`src/rtl/vga_char_fetch.sv`:
```
// Character/font fetch sequencer for the VGA text controller.
// Each character cell reads the character code from text RAM and then
// the matching font row from font ROM. It hands the font byte to the
// pixel shift register with a one-cycle load strobe every CHAR_W clocks.
module vga_char_fetch #(
    parameter int COLS   = 80,
    parameter int ROWS   = 30,
    parameter int CHAR_W = 10,
    parameter int FONT_H = 16,
    parameter int TXT_AW = 12
) (
    input  logic              i_clk,
    input  logic              i_rst_h,
    input  logic              i_cs_h,
    input  logic              i_frame_start,
    input  logic              i_line_start,
    output logic [TXT_AW-1:0] o_txt_addr,
    input  logic [7:0]        i_txt_data,
    output logic [11:0]       o_font_addr,
    input  logic [7:0]        i_font_data,
    output logic [7:0]        o_data,
    output logic              o_ld_h,
    output logic              o_busy
);

    localparam int COL_W     = (COLS > 1) ? $clog2(COLS) : 1;
    localparam int PIX_W     = $clog2(CHAR_W);
    localparam int ROW_W     = $clog2(ROWS + 1);
    localparam int FR_W      = 4;
    localparam int DRAIN_LEN = 4;

    typedef enum logic [1:0] {IDLE, RUN, DRAIN} state_t;

    state_t              state, state_nxt;
    logic [COL_W-1:0]    col;
    logic [PIX_W-1:0]    pix;
    logic [FR_W-1:0]     font_row;
    logic [ROW_W-1:0]    text_row;
    logic [TXT_AW-1:0]   row_base;

    logic                start, issue, line_done;
    logic [ROW_W-1:0]    row_eff;
    logic [TXT_AW-1:0]   base_eff;
    logic                vld_p0, vld_p1, vld_p2, vld_p3;

    // Start/issue/done decisions and next-state selection; a frame start
    // acts as if the row counters were already cleared this cycle.
    always_comb begin
        row_eff   = i_frame_start ? '0 : text_row;
        base_eff  = i_frame_start ? '0 : row_base;
        start     = i_line_start && i_cs_h &&
                    (i_frame_start || (state == IDLE)) &&
                    (row_eff < ROW_W'(ROWS));
        issue     = (state == RUN) && !i_frame_start &&
                    (pix == PIX_W'(CHAR_W - 1));
        line_done = (state == DRAIN) && !i_frame_start &&
                    (pix == PIX_W'(DRAIN_LEN));
        state_nxt = state;
        case (state)
            IDLE:    state_nxt = IDLE;
            RUN:     if ((col == COL_W'(COLS - 1)) && (pix == '0)) state_nxt = DRAIN;
            DRAIN:   if (pix == PIX_W'(DRAIN_LEN)) state_nxt = IDLE;
            default: state_nxt = IDLE;
        endcase
        if (i_frame_start) state_nxt = IDLE;
        if (start)         state_nxt = RUN;
    end

    // FSM state register.
    always_ff @(posedge i_clk) begin
        if (i_rst_h) state <= IDLE;
        else         state <= state_nxt;
    end

    // Cell/pixel counters, text address generation and per-line row bookkeeping.
    always_ff @(posedge i_clk) begin
        if (i_rst_h) begin
            col        <= '0;
            pix        <= '0;
            font_row   <= '0;
            text_row   <= '0;
            row_base   <= '0;
            o_txt_addr <= '0;
        end else begin
            if (i_frame_start) begin
                font_row <= '0;
                text_row <= '0;
                row_base <= '0;
            end else if (line_done) begin
                if (font_row == FR_W'(FONT_H - 1)) begin
                    font_row <= '0;
                    text_row <= text_row + ROW_W'(1);
                    row_base <= row_base + TXT_AW'(COLS);
                end else begin
                    font_row <= font_row + FR_W'(1);
                end
            end
            if (start) begin
                col        <= '0;
                pix        <= '0;
                o_txt_addr <= base_eff;
            end else if (!i_frame_start && (state != IDLE)) begin
                if (issue) begin
                    pix        <= '0;
                    col        <= col + COL_W'(1);
                    o_txt_addr <= o_txt_addr + TXT_AW'(1);
                end else begin
                    pix <= pix + PIX_W'(1);
                end
            end
        end
    end

    // Fetch pipeline: p0 address out, p1 char valid -> font address,
    // p3 font byte valid -> load strobe. A frame start kills anything in flight.
    always_ff @(posedge i_clk) begin
        if (i_rst_h) begin
            vld_p0      <= 1'b0;
            vld_p1      <= 1'b0;
            vld_p2      <= 1'b0;
            vld_p3      <= 1'b0;
            o_ld_h      <= 1'b0;
            o_data      <= '0;
            o_font_addr <= '0;
        end else begin
            vld_p0 <= start || issue;
            vld_p1 <= vld_p0 && !i_frame_start;
            vld_p2 <= vld_p1 && !i_frame_start;
            vld_p3 <= vld_p2 && !i_frame_start;
            o_ld_h <= vld_p3 && !i_frame_start;
            if (vld_p1 && !i_frame_start) o_font_addr <= {i_txt_data, font_row};
            if (vld_p3 && !i_frame_start) o_data <= i_font_data;
        end
    end

    assign o_busy = (state != IDLE);

endmodule
```
`config.mk`:
```
export PLATFORM = sky130hd
export DESIGN_NAME = vga_char_fetch
export DESIGN_NICKNAME = d
export VERILOG_FILES = /design/src/rtl/vga_char_fetch.sv
export SDC_FILE = /design/constraint.sdc
export NUM_CORES = 1
export LEC_CHECK = 0
export ABC_AREA = 1
export CAP_MARGIN = 20
export CORE_MARGIN = 1.5
export CORE_UTILIZATION = 50
export CTS_BUF_LIST = sky130_fd_sc_hd__clkbuf_16
export DETAILED_ROUTE_END_ITERATION = 8
export PLACE_DENSITY = 0.86
export SLEW_MARGIN = 20
export SYNTH_ARGS = -nofsm -noshare
export SYNTH_HDL_FRONTEND = slang
export SYNTH_SLANG_ARGS = --single-unit
```
`constraint.sdc`:
```
create_clock -name i_clk -period 2.95 [get_ports i_clk]
set_input_delay 0.295 -clock i_clk [delete_from_list [all_inputs] [get_ports i_clk]]
set_output_delay 0.295 -clock i_clk [all_outputs]
set_load 0.01 [all_outputs]
```
==> results.md <==
- Among all flip-flop cells after synthesis, the most frequent one is sky130_fd_sc_hd__dfxtp_1.
- The first global-routing pass estimated 13.10 mm of wire.
- The final global-route overflow total is 0.
- The worst-case IR drop observed on VDD is 0.0003757 V.
- The pin count of the biggest net entering global routing is 26.
- The endpoint class of the critical path is a register.
- Of the total synthesized cell area, the portion taken by AND, OR, NAND and NOR gates is 34.62%.
- The number of synthesized flops with an enable pin is 0.
- The final reports fail on design-rule violations.
- The clock tree root driver cell is sky130_fd_sc_hd__clkbuf_16.
- The critical path class is input port to register.
- For this design the top-level I/O count stands at 55.
- Dividing the final minimum period by the clock period gives 66.24%.
- By area the synthesized netlist is led by sky130_fd_sc_hd__dfxtp_1, sky130_fd_sc_hd__nand2_1, sky130_fd_sc_hd__nor2_1.
- For the pin with the worst max-slew slack, the measured transition is 0.5441 ns.
- After Yosys synthesis, XOR and XNOR cells account for 3.659% of the synthesized area.
- The count of buffers added on input and output ports is 54.
- In this run the remaining antenna-violating nets after routing total 0.
- The number of pins with negative max-slew slack in the final report is 0.
- The average cell area after synthesis is 6.995 um2.
- The commonest cells after synthesis are sky130_fd_sc_hd__nand2_1, sky130_fd_sc_hd__nor2_1, sky130_fd_sc_hd__dfxtp_1, sky130_fd_sc_hd__inv_1, sky130_fd_sc_hd__nand3_1.
- The count of final hold-check violations was 0.
- The yosys synthesis warning count is 0.
- Setup repair after global routing left no endpoint under its margin.
- The clock edge transition at the registers on the reported setup and hold paths is 0.06 ns.
- The synthesis-to-finish area growth is 25.69%.
- In this run, post-CTS hold repair placed 0 buffers.
- The net count after synthesis is 508.
- The total leakage power is 1.670 nW.
- The proportion of netlist area held by the largest area contributor is 40.03%.
- Setup violations remaining at the end of the flow were counted as 0.
- The worst setup path is launched from an input port.
- The final layout contains between 500 and 600 nets.
- The type of the most critical hold path is register to register.
- In this run, the number of DRC markers left after iteration 0 of detailed routing was 187.
- In the synthesized netlist the async set-or-reset flop fraction comes to 0%.
- In the routed design, unresolved DRC markers number 5.
- The total negative slack is 0 ns.
- For the worst-skew pair, the clock arrives at the later sink with an insertion delay of about 0.33 ns.
- Dividing the detail-routed via count by the number of cells gives between 5 and 6.
- Setup slack on the worst reg-to-reg path comes out at 1.15 ns.
- The post-route clock skew is 0.005104 ns.
- The smallest clock period supported by the final layout is computed as 1.954 ns.
- The area fraction in compound gates after synthesis is 9.597%.
- The cell area after synthesis is 0.003351 mm2.
- The total global-route track usage is 22.39%.
- After synthesis, the largest family of logic cells by area is simple AND/OR/NAND/NOR gates.
- After floorplanning, the core was sized to cover 0.006422 mm2.
- Sequential cells were found to cover 40.03% of the synthesized design area.
- The routed design has 7.697 mm of wire.
- The number of sinks driven by the clock tree is 67.
- The routability congestion estimate is 0.9161.
- The mean routed wirelength per cell is 12.54 um.
- The worst-case clock buffer depth is 2.
- The floorplan die height is 84.86 um.
- The number of different library cells in the post-synthesis netlist is 33.
- Headroom to the max-slew limit came out at between 60% and 70%.
- The number of fill cells is between 500 and 600.
- In this run the power density over the cells is 502.2 mW/mm2.
- The highest achievable clock rate is 0.5118 GHz.
- Of the total synthesized cell area, the portion taken by full adders, half adders and majority gates is under 10%.
- The total die area is 0.007201 mm2.
- By instance count, the leading cell after synthesis is sky130_fd_sc_hd__nand2_1.
- TritonCTS built the clock tree.
- The cell type contributing the most total cell area after synthesis is sky130_fd_sc_hd__dfxtp_1.
- The critical path required time is 3.16 ns.
- The count of TritonRoute iterations in the first routing pass is 7.
- Across all layers, the routed design uses approximately 3.2k vias.
- In this run, post-CTS repair resized a total of 0 instances.
- The effective utilization at floorplan is 52.17%.
- After synthesis, the share of cell area in mux cells is 0%.
- The count of placed standard cells including taps is 598.
- The initial antenna violation count came to 0.
- The number of max-cap violations is 0.
- Counting flops and latches in the post-synthesis netlist gives 67.
- The die outline width is 84.86 um.
- Detailed placement finished with a half-perimeter wire length of 5.398 mm.
- The run finished, with violations left.
- The number of global-route vias before repair was 3,079.
- The data arrival time at the worst-slack endpoint is 2.16 ns.
- The cell count after synthesis came out at about 480.
- The non-filler instance count after layout is ~600.
- The number of clock buffers inserted by TritonCTS is 9.
- The largest fanout on the critical path is 14.
- The post-CTS setup buffer count is 0.
- The number of antenna diodes is 0.
- The cell row count is 29.
- The deepest level of the CTS H-tree is 3.
- Cells with a size suffix above 1 make up 7.635% of the layout.
==> per-layer routing <==
layer | global-route usage (%) | vias to the layer above | part of all wire, %
met5 | 0 | - | 0
met4 | 5.961 | 0 | 1.4
met3 | 7.782 | 15 | 6.6
met2 | 40.15 | 89 | 50
met1 | 25.35 | 1436 | 42
li1 | - | 1610 | -
==> cells in the final DEF, fill, tap and decap left out, types with 2 or more instances in the layout <==
| cell type | n |
|---|---|
| sky130_fd_sc_hd__a21oi_1 | 21 |
| sky130_fd_sc_hd__a21oi_2 | 7 |
| sky130_fd_sc_hd__buf_4 | 2 |
| sky130_fd_sc_hd__clkbuf_16 | 9 |
| sky130_fd_sc_hd__clkdlybuf4s50_1 | 54 |
| sky130_fd_sc_hd__clkinv_1 | 3 |
| sky130_fd_sc_hd__clkinvlp_4 | 3 |
| sky130_fd_sc_hd__dfxtp_1 | 67 |
| sky130_fd_sc_hd__ha_1 | 8 |
| sky130_fd_sc_hd__inv_1 | 52 |
| sky130_fd_sc_hd__inv_4 | 2 |
| sky130_fd_sc_hd__nand2_1 | 116 |
| sky130_fd_sc_hd__nand2_2 | 4 |
| sky130_fd_sc_hd__nand3_1 | 29 |
| sky130_fd_sc_hd__nand4_1 | 9 |
| sky130_fd_sc_hd__nor2_1 | 83 |
| sky130_fd_sc_hd__nor2_2 | 2 |
| sky130_fd_sc_hd__nor2_4 | 3 |
| sky130_fd_sc_hd__nor2_8 | 2 |
| sky130_fd_sc_hd__nor3_1 | 7 |
| sky130_fd_sc_hd__o21ai_0 | 28 |
| sky130_fd_sc_hd__xnor2_1 | 5 |
| sky130_fd_sc_hd__xor2_1 | 9 |
==> through the flow <==
| stage | power, mW | hold slack, ns | instance area (um2) | utilization [%] | setup slack [ns] |
|---|---|---|---|---|---|
| finish | 2.115 | 0.4474 | 4212 | 65.58 | 0.9960 |
| global route | 2.178 | 0.4780 | 4212 | 65.58 | 0.8128 |
| CTS | 2.133 | 0.4476 | 4212 | 65.58 | 1.025 |
| detailed placement | 1.080 | 0.4392 | 3918 | 61.00 | 0.7038 |
| global placement | 1.075 | 0.4256 | 3918 | 61.00 | 0.7506 |
| floorplan | 1.019 | 0.4025 | 3351 | - | 1.603 |
==> state kept, by name, indices dropped and copies added (netlist names), 2 cells and up <==
signal,flops
pix,4
state,2
text_row,5
row_base,8
col,7
o_txt_addr,12
o_font_addr,12
o_data,8
font_row,4
==> worst max-delay path, cell delays in order <==
cell                              delay (ns)
sky130_fd_sc_hd__clkdlybuf4s50_1        0.80
sky130_fd_sc_hd__inv_2                  0.18
sky130_fd_sc_hd__nand2_1                0.34
sky130_fd_sc_hd__inv_1                  0.28
sky130_fd_sc_hd__o21ai_0                0.22
sky130_fd_sc_hd__a21oi_1                0.05
==> final cells by class <==
cell class | instances | area, um2 | area share, %
sequential | 67 | 1341 | 31.85
clock inverter | 7 | 68.82 | 1.634
tap | 77 | 96.34 | 2.288
multi-input combinational | 341 | 1704 | 40.46
clock buffer | 9 | 225.2 | 5.348
timing repair buffer | 56 | 555.5 | 13.19
inverter | 57 | 220.2 | 5.229
==> power by group <==
| part | total, mW | switching (mW) | internal, mW | leakage (nW) |
|---|---|---|---|---|
| Clock | 1.05 | 0.405 | 0.649 | 0.133 |
| Sequential | 0.926 | 0.00963 | 0.916 | 0.541 |
| Combinational | 0.136 | 0.0736 | 0.0623 | 0.996 |
| Total | 2.12 | 0.488 | 1.63 | 1.67 |
==> cell families after synthesis <==
kind of cell             count (synthesis)
flip-flops                              67
adder cells (fa/ha/maj)                  8
XOR/XNOR                                14
AND/OR/NAND/NOR                        261
buffers and inverters                   71
AO/OA/AOI/OAI                           58
==> final timing paths <==
kind / startpoint / to / cells past startpoint
min reg2reg: vld_p0 / vld_p1 / 2
max: i_frame_start / o_font_addr[1] / 6
max reg2reg: pix[0] / row_base[4] / 8
min: vld_p0 / vld_p1 / 2
Note: power is estimated with default switching activity, not from simulation.
